$ cat config.mk
export PLATFORM = sky130hd
export DESIGN_NAME = frame5_collect
export DESIGN_NICKNAME = d
export VERILOG_FILES = /design/src/rtl/sort5_pkg.sv /design/src/rtl/frame5_collect.sv
export SDC_FILE = /design/constraint.sdc
export NUM_CORES = 1
export LEC_CHECK = 0
export ABC_AREA = 1
export BUFFER_PORTS_ARGS = -buffer_cell sky130_fd_sc_hd__buf_2
export CORE_UTILIZATION = 30
export DETAILED_ROUTE_END_ITERATION = 16
export GPL_TIMING_DRIVEN = 0
export REMOVE_ABC_BUFFERS = 1
export SLEW_MARGIN = 30
export SYNTH_ARGS = -nofsm -noshare
export SYNTH_HDL_FRONTEND = slang
export SYNTH_SLANG_ARGS = --single-unit
$ cat constraint.sdc
create_clock -name clk -period 1.98 [get_ports clk]
set_clock_uncertainty 0.2 [all_clocks]
set_input_delay 0.495 -clock clk [delete_from_list [all_inputs] [get_ports clk]]
set_output_delay 0.495 -clock clk [all_outputs]
set_load 0.02 [all_outputs]
$ cat src/rtl/sort5_pkg.sv
// Shared definitions for the 5-word frame collector and the 5-input sorter stage.
package sort5_pkg;

  localparam int FRAME_WORDS       = 5;
  localparam int DEFAULT_INT_WIDTH = 8;

  typedef logic [0:FRAME_WORDS-1][DEFAULT_INT_WIDTH-1:0] frame_t;

endpackage

$ cat src/rtl/frame5_collect.sv
// Collects serial integer words into 5-word frames with padding for short frames,
// a one-deep pending slot, and a registered output that feeds the sorter directly.
module frame5_collect
  import sort5_pkg::*;
#(
  parameter int                   INT_WIDTH = DEFAULT_INT_WIDTH,
  parameter logic [INT_WIDTH-1:0] PAD_VALUE = {INT_WIDTH{1'b1}}
) (
  input  logic                                      clk,
  input  logic                                      rst,
  input  logic                                      in_valid,
  output logic                                      in_ready,
  input  logic [INT_WIDTH-1:0]                      in_data,
  input  logic                                      in_last,
  output logic                                      frame_valid,
  input  logic                                      frame_ready,
  output logic [0:FRAME_WORDS-1][INT_WIDTH-1:0]     frame_data,
  output logic [2:0]                                frame_len
);

  typedef logic [0:FRAME_WORDS-1][INT_WIDTH-1:0] word_frame_t;

  logic [2:0]  cnt_q, cnt_d;
  word_frame_t buf_q, buf_d;
  logic        pending_q, pending_d;
  logic [2:0]  pend_len_q, pend_len_d;
  logic        out_valid_q, out_valid_d;
  word_frame_t out_data_q, out_data_d;
  logic [2:0]  out_len_q, out_len_d;

  word_frame_t complete_frame;
  logic        accept;
  logic        complete;
  logic        out_free;

  assign in_ready    = !rst && !pending_q;
  assign accept      = in_valid && in_ready;
  assign complete    = accept && (cnt_q == 3'd4 || in_last);
  assign out_free    = !out_valid_q || frame_ready;

  assign frame_valid = out_valid_q;
  assign frame_data  = out_data_q;
  assign frame_len   = out_len_q;

  // Frame as it would look if the current word closed it: earlier slots from
  // the fill buffer, the current word at cnt, padding above.
  always_comb begin
    complete_frame = buf_q;
    for (int i = 0; i < FRAME_WORDS; i++) begin
      if (3'(i) == cnt_q) begin
        complete_frame[i] = in_data;
      end else if (3'(i) > cnt_q) begin
        complete_frame[i] = PAD_VALUE;
      end
    end
  end

  always_comb begin
    cnt_d       = cnt_q;
    buf_d       = buf_q;
    pending_d   = pending_q;
    pend_len_d  = pend_len_q;
    out_valid_d = out_valid_q && !frame_ready;
    out_data_d  = out_data_q;
    out_len_d   = out_len_q;

    if (pending_q) begin
      // in_ready is low while pending, so no word can arrive on this edge
      if (out_free) begin
        out_valid_d = 1'b1;
        out_data_d  = buf_q;
        out_len_d   = pend_len_q;
        pending_d   = 1'b0;
      end
    end else if (complete) begin
      cnt_d = 3'd0;
      if (out_free) begin
        out_valid_d = 1'b1;
        out_data_d  = complete_frame;
        out_len_d   = cnt_q + 3'd1;
      end else begin
        buf_d      = complete_frame;
        pending_d  = 1'b1;
        pend_len_d = cnt_q + 3'd1;
      end
    end else if (accept) begin
      buf_d[cnt_q] = in_data;
      cnt_d        = cnt_q + 3'd1;
    end
  end

  always_ff @(posedge clk) begin
    if (rst) begin
      cnt_q       <= '0;
      buf_q       <= '0;
      pending_q   <= 1'b0;
      pend_len_q  <= '0;
      out_valid_q <= 1'b0;
      out_data_q  <= '0;
      out_len_q   <= '0;
    end else begin
      cnt_q       <= cnt_d;
      buf_q       <= buf_d;
      pending_q   <= pending_d;
      pend_len_q  <= pend_len_d;
      out_valid_q <= out_valid_d;
      out_data_q  <= out_data_d;
      out_len_q   <= out_len_d;
    end
  end

endmodule

Word-level counts from Yosys, hierarchy flattened
Cells that the tools add are included.
W data, S select, Z words.
Storage, ports and cells
  flip-flop bits (word level): 91
  input bits: 13
  output and inout bits: 45
  word-level logic and storage cells: 82
Operators by class
  add/sub/neg operators: 1
  order comparisons: 7
  equal/unequal tests: 6
  mux-type cells: 32
  bitwise gates (word level): 3
  reductions and logical operators: 18
Operators with widths (number)
  $mux W40: 7
  $mux W8: 11
  $bwmux W40: 1
  $demux W8 S3: 1
  $mux W3: 6
  $eq A2 B3 Y1 const A: 2
  $gt A1 B3 Y1 const A: 2
  $gt A2 B3 Y1 const A: 2
  $mux W1: 6
  $reduce_and A3 Y1: 2
  $logic_and A1 B1 Y1: 5
  $ge A4 B4 Y1 const B: 1
  $logic_not A1 Y1: 4
  $lt A4 B1 Y1 const B: 1
  $not A3 Y4: 1
  $reduce_and A2 Y1: 2
  $reduce_bool A2 Y1: 2
  $add A3 B1 Y3 const B: 1
  $eq A1 B3 Y1 const A: 1
  $eq A3 B3 Y1 const A: 1
  $eq A3 B3 Y1 const B: 1
  $gt A3 B3 Y1 const A: 1
  $logic_not A3 Y1: 1
  $logic_or A1 B1 Y1: 2
  2 further kinds: 3

Longest topological paths before layout
Gate-level depths: netlist of run 1.
  word-level depth: 8
  depth in mapped cells: 12
  gate-level depth less buffers: 11

Worst setup path after synthesis of run 1
No wires, ideal clock.
  kind: reg2reg
  start: register cnt_q[0]
  end: register out_data_q (netlist bit frame_data[0])
  library setup time: 0.116 ns
  arrival time: 1.722 ns
  required time: 1.664 ns
  setup slack: -0.058 ns
  stages on the path, launching flop included: 12
  path buffers: 1
  period minus slack after synthesis: 2.038 ns
  path through: dfxtp_1 inv_1 ha_1 nand2_1 nand2_2 inv_2 nor2_4 nor2_2 nor2_4 buf_2 o21ai_0 nor2_1
On the way
  cells in the longest elaborated chain, start to end: 6
  elaborated cells on any way between the ends: 12
  those cells by class: order compare: 1; eq/ne: 2; mux: 5; reduce/logical: 4
Ends and longest elaborated chain
  from (decl): RTL line frame5_collect.sv:23  | logic [2:0] cnt_q, cnt_d;
  from (signal assigned): RTL line frame5_collect.sv:102  | cnt_q <= cnt_d;
  $gt A3 B3 Y1: RTL line frame5_collect.sv:52  | end else if (3'(i) > cnt_q) begin
  $mux W8: RTL line frame5_collect.sv:52
  $mux W8: RTL line frame5_collect.sv:50  | if (3'(i) == cnt_q) begin
  $mux W40: RTL line frame5_collect.sv:77  | if (out_free) begin
  $mux W40: RTL line frame5_collect.sv:75  | end else if (complete) begin
  $mux W40: RTL line frame5_collect.sv:67  | if (pending_q) begin
  to (signal assigned): RTL line frame5_collect.sv:107  | out_data_q <= out_data_d;
  to (decl): RTL line frame5_collect.sv:28  | word_frame_t out_data_q, out_data_d;
Parallel ways exist; a longest one is shown, timed or not. The select of a mux whose other input is x is not followed.
A chain may end at the register's enable or synchronous reset.

Final worst setup path of run 1
  start: register pending_q
  end: output port in_ready
On the way
  cells in the longest elaborated chain, start to end: 2
Ends and longest elaborated chain
  from (decl): RTL line frame5_collect.sv:25  | logic pending_q, pending_d;
  from (signal assigned): RTL line frame5_collect.sv:104  | pending_q <= pending_d;
  $logic_not A1 Y1: RTL line frame5_collect.sv:36  | assign in_ready = !rst && !pending_q;
  $logic_and A1 B1 Y1: RTL line frame5_collect.sv:36
  to (decl): RTL line frame5_collect.sv:12  | output logic in_ready,
No other way between the ends.

==> flow_summary.ini, run 1 <==
[floorplanning]
rows = 48
coreArea_mm2 = 0.0173
ioPinCount = 58
fp.dieH_um = 135
die_w_um = 135
die-area_mm2 = 0.0183
start_util_pct = 30.8

[route]
routed_wl_um = 18500
drtIter0Drc = 439
ant_nets = 0
drc = 0
viasPerCell = 4.87
wl_per_cell_um = 15.3
drt-pass1-iter-count = 7
dr_total_vias = 5870

[worst_setup_path]
cp_max_fo = 3
crit_arrival_ps = 1270
worstSetupEndpointType = output port
worstSetupPathType = reg -> out
crit_required_ps = 1280
critPathLaunchType = register

[timing]
tightest_slew_ps = 461
report.final.slew_viol_count = 0
fmax_mhz = 510
period_share_pct = 99.0
hold_slack_ps = 274
layout_min_cycle_time_ps = 1960
setup_viol = 0
max-slew-margin-rel_pct = 69.3
fin_setup_tns_ps = 0
rsz0062_at_grt = yes
final_hold_viol_count = 0

[power_and_ir_drop]
peakVddDrop_mv = 0.408
p_sw_mw = 1.31
power_frac_seq_pct = 41.4
power.density_mw_per_mm2 = 683
switching_share_pct = 27.5
p_leak_nw = 3.31
power_mw = 4.78
power.internal_mw = 3.47
p_comb_share_pct = 16.2
pwr-share-clk_pct = 42.4

[grt]
grt_max_degree = 44
overflow = 0
grt_pass1_wl_um = 27700
grt_use_total_pct = 19.6
grt_pass1_vias = 5229
antenna_found_initial = 0

[synthesis]
ys_ff_latch = 91
synth_area_leaders = dfxtp_1 34%, nand2_1 18%, nor2_1 14%
yosysTopAreaCell = dfxtp_1
yosys_warnings = 0
ys_types = 29
yosysSeqAreaShare_pct = 34.2
yosysTopAreaCellShare_pct = 34.2
synth.cell_area_mm2 = 0.00532
synthCells = 885
avgSynthCellArea_um2 = 6.01

[clock_tree]
cts_tree = built
hold_buffers = 0
insertion_delay_ps = 360
root_buffer = clkbuf_16
clock_sinks = 91
htree_levels = 3
path_clk_slew_ps = 60
cts_buffer_depth = 2
cts_made_buffers = 9

[layout]
utilization_pct = 40.4
layout-drive-gt1-share_pct = 18.9
syn_to_final_growth_pct = 31.4
antenna_cells = 0
final_cells = 1206
fillers = 1824
nNetsFinal = 992

[placement]
place_hpwl_um = 9170
gp_congestion = 0.768
dp_cells = 1123
port_buffers = 57

[status]
status = complete, no violations

[min_path]
hold_path.class = reg -> reg

[flow_run]
timing.max_cap.violations = 0
-- cells in the final DEF, fill, tap and decap left out, types with 7 or more instances in the layout --
cell type and count:
nor2_4 9, nand4_4 7, a21oi_1 15, buf_12 9, o22ai_1 8, a31oi_1 8, nand3_1 94, buf_4 43
buf_2 56, nor2_1 197, o21ai_1 14, clkbuf_16 11, o21ai_0 39, inv_1 73, dfxtp_1 87, nand2_1 255
nand2_4 7
-- synth_stat cells --
cell type and n:
nand4_2 1, a21oi_1 15, buf_2 18, nor2_1 200, o21ai_1 6, nor2_8 1
buf_6 2, clkbuf_1 19, buf_4 6, a211oi_1 1, inv_2 1, nand2_4 2
o21ai_0 47, nand4_4 5, nor3_1 1, a31oi_1 8, o22ai_1 8, nand2_1 262
nor2_2 2, xnor2_1 1, nand3_2 2, nor2_4 2, clkinv_8 1, dfxtp_1 91
inv_1 80, nand2_2 3, ha_1 3, nand3_1 95, buf_1 2
-- power groups by stage --
stage / combinational, mW / sequential, mW / clock, mW
finish: 0.772 / 1.98 / 2.03
global route: 0.848 / 1.99 / 2.14
CTS: 0.719 / 1.98 / 2.06
detailed placement: 0.612 / 2.02 / 0
global placement: 0.600 / 2.02 / 0
floorplan: 0.352 / 2.08 / 0
-- cell families after synthesis --
logic type      share of synthesized area [%]
xor+xnor                                0.165
fa+ha+maj                               0.705
flops                                    34.2
simple gates                             46.0
compound gates                           8.42
buf+inv                                  10.5
-- area by class of cell --
cell class	instances	area, um^2	share of cell area [%]
clock inverters	5	100	1.43
clock buffers	11	243	3.47
repair buffers	117	966	13.8
well taps	225	282	4.03
inverters	82	349	4.99
multi-input cells	675	3220	46.0
flip-flops and latches	91	1840	26.3
-- metal layers --
layer	routed length [um]	share of wire, %	global-route usage, %	vias up
met3	1290	7.0	3.82	46
met2	8450	46	30.8	222
li1	-	-	-	2977
met5	0	0	0	-
met1	8010	43	25.1	2625
met4	718	3.9	11.1	0
-- flip-flops by register name, summed over array words and instances (netlist names) --
| signal | count |
|---|---|
| buf_q | 40 |
| cnt_q | 3 |
| frame_data | 40 |
| frame_len | 3 |
| frame_valid | 1 |
| pend_len_q | 3 |
| pending_q | 1 |
-- final timing paths --
kind | from | end | slack (ps) | cells after the start
max | pending_q | in_ready | 20 | 4
min | pend_len_q[2] | pend_len_q[2] | 270 | 2
max reg2reg | pending_q | frame_data[12] | 30 | 10
min reg2reg | pend_len_q[2] | pend_len_q[2] | 270 | 2
-- through the flow --
step                      setup WS [ps]  cell area [um^2]
after floorplan                   -1870              5090
after global placement            -3720              5650
after detailed placement          -1410              5730
after CTS                         -2.09              6700
after global routing              -27.1              6990
final                              19.0              6990
-- repair_timing --
| action | in CTS | in global routing |
|---|---|---|
| resized for setup | 40 | 24 |
| pin swaps | 12 | 18 |
| gates cloned | 9 | 5 |
| setup buffers | 37 | 17 |
| endpoints found under the setup margin | 89 | 80 |
-- critical path, cell delays in order, from the launching register on --
cell and delay [ps]:
dfxtp_4 360, buf_16 130, nor2_8 160, buf_4 130, buf_4 130
Note: power is estimated with default switching activity, not from simulation.
==> run 2: changes to the inputs <==
Settings changed: PLACE_DENSITY_LB_ADDON from default to 0.2.
==> run 2 against run 1 <==
Design area increased by 0.81%. Total power is 2.6% lower. Critical endpoint is now buf_q[29]. Sequential power about the same.
==> flow_summary.ini, run 2 (same netlist as run 1, synthesis figures left out) <==
[timing]
layout_min_cycle_time_ps = 1970
tightest_slew_ps = 436
fmax_mhz = 508
final_hold_viol_count = 0
hold_slack_ps = 267
period_share_pct = 99.5
report.final.slew_viol_count = 0
max-slew-margin-rel_pct = 70.8
setup_viol = 0
fin_setup_tns_ps = 0
rsz0062_at_grt = yes
setup_slack_ps = 10.3

[layout]
layout-drive-gt1-share_pct = 20.8
antenna_cells = 0
layout_commonest_cell = nand2_1
fillers = 1858
layout_common_cells = 250 x nand2_1, 183 x nor2_1, 94 x nand3_1, 87 x dfxtp_1, 72 x inv_1
nNetsFinal = 991
syn_to_final_growth_pct = 32.4

[grt]
overflow = 0
grt_pass1_wl_um = 28000
antenna_found_initial = 0
grt_pass1_vias = 5215
grt_max_degree = 49
grt_use_total_pct = 20.1

[floorplanning]
die_w_um = 135
rows = 48
coreArea_mm2 = 0.0173
fp.dieH_um = 135
die-area_mm2 = 0.0183
ioPinCount = 58
start_util_pct = 30.8

[route]
drtIter0Drc = 357
wl_per_cell_um = 15.5
dr_total_vias = 5894
viasPerCell = 4.89
drc = 0
ant_nets = 0
routed_wl_um = 18700
drt-pass1-iter-count = 5

[status]
status = complete, no violations

[worst_setup_path]
cp_max_fo = 8
critPathLaunchType = register
crit_required_ps = 2030
crit_chain = inv_4 -> ha_4 -> nand2_4 -> nand2_4 -> buf_6 -> buf_6 -> nand4_4 -> clkbuf_16 -> nand4_4 -> nor2_2 -> nor2_1
reg2regPathDepth = 11
crit_arrival_ps = 2020
timing.rr.end = buf_q[29]
worstSetupEndpointType = register
cpPeakStageDelay_ps = 380
r2r-start = cnt_q[1]
slowest_stage = dfxtp_4
r2r_slack_ps = 10
worstSetupPathType = reg -> reg

[min_path]
min-delay-start = pend_len_q[1]
whs_endpoint = pend_len_q[1]
min_path_cells = 2
hold_path.class = reg -> reg

[clock_tree]
insertion_delay_ps = 360
hold_buffers = 0
clock_sinks = 91
root_buffer = clkbuf_16
path_clk_slew_ps = 70
htree_levels = 3
cts_made_buffers = 9
cts_buffer_depth = 2
cts_tree = built

[power_and_ir_drop]
p_leak_nw = 3.26
power.density_mw_per_mm2 = 660
peakVddDrop_mv = 0.393

[placement]
port_buffers = 57
place_hpwl_um = 9450
gp_congestion = 0.752
pre_cts_slack_ps = -1480

[flow_run]
timing.max_cap.violations = 0
run 2: cell count changes in the layout (fill, tap and decap cells not counted), sizes merged, moves of 2 or more:
cell,change
clkinvlp,+3
bufinv,-2
inv,-2
nand4,+2
run 2: worst max-delay path: cells and delay by family, from the launching register on:
| kind | cells | cell delay, ps |
|---|---|---|
| and+or+nand+nor | 6 | 640 |
| buffers and inverters | 4 | 470 |
| DFF | 1 | 380 |
| adders and majority gates | 1 | 160 |
run 2: report_power, final:
part | total, mW | switching, mW | internal [mW] | leakage (nW)
combinational | 0.798 | 0.516 | 0.281 | 2.36
clock | 1.88 | 0.756 | 1.12 | 0.157
sequential | 1.98 | 0.0522 | 1.92 | 0.748
total | 4.65 | 1.32 | 3.33 | 3.26
run 2: metrics by stage:
stage          util, %  total power [mW]  cells  instance area, um^2
2_1_floorplan        -              2.43    838                 5090
3_3_place_gp      32.7              2.63   1120                 5650
3_5_place_dp      33.1              2.64   1123                 5720
4_1_cts           38.6              4.62   1188                 6680
5_1_grt           40.7              4.85   1205                 7050
6_report          40.7              4.65   1205                 7050
run 2: final cells by class:
| class | instances | area [um^2] | share of cell area, % |
|---|---|---|---|
| Clock buffer | 13 | 282 | 3.99 |
| Clock inverter | 3 | 42.5 | 0.604 |
| Inverter | 82 | 357 | 5.06 |
| Multi-Input combinational cell | 677 | 3330 | 47.2 |
| Sequential cell | 91 | 1840 | 26.1 |
| Tap cell | 225 | 282 | 3.99 |
| Timing Repair Buffer | 114 | 922 | 13.1 |
run 2: layer usage:
metal / routed length, um / global-route usage [%] / up-vias
li1: - / - / 2980
met1: 8390 / 26.4 / 2691
met2: 8600 / 32.6 / 191
met3: 1180 / 3.14 / 32
met4: 520 / 8.49 / 0
met5: 0 / 0 / -
run 2: what timing repair did:
action,4_1_cts,5_1_grt
pin swaps,13,31
buffers inserted,41,11
setup endpoints to repair,89,83
gates resized for setup,44,45
cloned,8,6
hold endpoints to repair,0,0
run 2: how the worst max path moves through the flow:
stage	start	to	slack (ps)
detailed placement	cnt_q[0]	frame_data[38]	-1480
CTS	cnt_q[1]	frame_data[38]	10
floorplan	pending_q	frame_len[0]	-1870
global route	cnt_q[1]	buf_q[29]	-60
finish	cnt_q[1]	buf_q[29]	10
global placement	pending_q	frame_len[2]	-3870
==> run 3: changes to the inputs <==
Settings changed: BUFFER_PORTS_ARGS -buffer_cell sky130_fd_sc_hd__buf_2 to -buffer_cell sky130_fd_sc_hd__buf_4.
==> run 3 against run 2 <==
Routed wire length is 4.3% lower. Clock-buffer cell count decreased by 2. Highest routed layer unchanged. Critical endpoint is now in_ready. Die area is the same.
==> flow_summary.ini, run 3 (same netlist as run 1, synthesis figures left out) <==
[worst_setup_path]
cp_common_cell = buf_4
r2r_slack_ps = 50
slowest_stage = dfxtp_4
crit_chain = nor2_8 -> buf_4 -> buf_4
worstSetupEndpointType = output port
crit_required_ps = 1280
worstSetupPathType = reg -> out
cpPeakStageDelay_ps = 510
r2r-start = cnt_q[1]
cp_max_fo = 14
critPathLaunchType = register
reg2regPathDepth = 12
timing.rr.end = frame_data[33]
crit_arrival_ps = 1240

[placement]
port_buffers = 57
place_hpwl_um = 9310
gp_congestion = 0.746

[layout]
layout_commonest_cell = nand2_1
nNetsFinal = 978
syn_to_final_growth_pct = 29.2
fillers = 1863
layout_common_cells = 255 x nand2_1, 196 x nor2_1, 95 x buf_4, 94 x nand3_1, 87 x dfxtp_1
antenna_cells = 0
layout-drive-gt1-share_pct = 17.8

[timing]
period_share_pct = 98.0
final_hold_viol_count = 0
report.final.slew_viol_count = 0
fin_setup_tns_ps = 0
setup_viol = 0
layout_min_cycle_time_ps = 1940
rsz0062_at_grt = yes
fmax_mhz = 516
max-slew-margin-rel_pct = 74.8
tightest_slew_ps = 378
hold_slack_ps = 233

[grt]
grt_pass1_vias = 5190
overflow = 0
grt_use_total_pct = 20.2
grt_pass1_wl_um = 28100
grt_max_degree = 51
antenna_found_initial = 0

[clock_tree]
clock_sinks = 91
cts_buffer_depth = 2
hold_buffers = 0
insertion_delay_ps = 360
cts_made_buffers = 9
path_clk_slew_ps = 70
root_buffer = clkbuf_16
cts_tree = built
htree_levels = 3

[status]
status = complete, no violations

[floorplanning]
start_util_pct = 30.8
rows = 48
coreArea_mm2 = 0.0173
ioPinCount = 58
die-area_mm2 = 0.0183
fp.dieH_um = 135
die_w_um = 135

[route]
drc = 0
drt-pass1-iter-count = 8
wl_per_cell_um = 15.0
ant_nets = 0
routed_wl_um = 17900
drtIter0Drc = 364
dr_total_vias = 5700
viasPerCell = 4.78

[power_and_ir_drop]
peakVddDrop_mv = 0.396
p_leak_nw = 3.22
power.density_mw_per_mm2 = 657

[min_path]
hold_path.class = in -> reg
whs_endpoint = cnt_q[2]
min_path_cells = 2
min-delay-start = rst

[flow_run]
timing.max_cap.violations = 0
[run 3: cell types whose count changed in the layout (fill, tap and decap cells not counted), moves of 6 or more]
cell,delta
buf_4,+59
buf_6,-6
buf_2,-57
nor2_1,+13
nor2_2,-11
buf_12,-6
[run 3: worst max path at each step]
stage                          from             end  slack (ps)
after floorplan           pending_q    frame_len[0]       -1870
after global placement    pending_q    frame_len[0]       -3880
after detailed placement   cnt_q[0]  frame_data[38]       -1440
after CTS                  cnt_q[1]  frame_data[38]          -9
after global routing       cnt_q[1]  frame_data[21]         -30
final                     pending_q        in_ready          40
[run 3: layer usage]
metal  vias up  global-route usage (%)  share of wire, %
met5         -                       0                 0
met4         0                    9.18               3.2
met3        33                    2.66               6.3
met2       178                    32.2                45
met1      2551                    27.1                45
li1       2938                       -                 -
[run 3: worst max-delay path, delay by kind of cell (launching register included)]
| kind | cells | cell delay (ps) |
|---|---|---|
| buffers and inverters | 2 | 280 |
| DFF | 1 | 510 |
| and+or+nand+nor | 1 | 90 |
[run 3: power by group]
| group | internal (mW) | switching [mW] |
|---|---|---|
| logic | 0.282 | 0.478 |
| registers | 1.92 | 0.0556 |
| clock network | 1.01 | 0.768 |
[run 3: repair_timing]
| action | 4_1_cts | 5_1_grt |
|---|---|---|
| setup endpoints to repair | 89 | 86 |
| pin swaps | 14 | 12 |
| gates cloned | 10 | 0 |
| gates resized for setup | 38 | 25 |
| buffers inserted | 32 | 13 |
| hold endpoints to repair | 0 | 0 |
[run 3: area by class of cell]
class	count	area (um^2)	area share [%]
multi-input combinational	673	3190	46.3
timing repair buffer	105	932	13.6
clock buffer	11	243	3.53
tap	225	282	4.09
sequential	91	1840	26.7
inverter	82	347	5.04
clock inverter	5	52.6	0.764
[run 3: metrics by stage]
stage	util (%)	setup slack [ps]	power (mW)	area (um^2)	std cells
after detailed placement	34.0	-1440	2.67	5870	1123
after global routing	39.8	-28.4	4.72	6880	1192
after floorplan	-	-1870	2.43	5090	838
after global placement	33.5	-3880	2.67	5800	1120
final	39.8	40.2	4.52	6880	1192
after CTS	38.7	-9.36	4.55	6700	1180
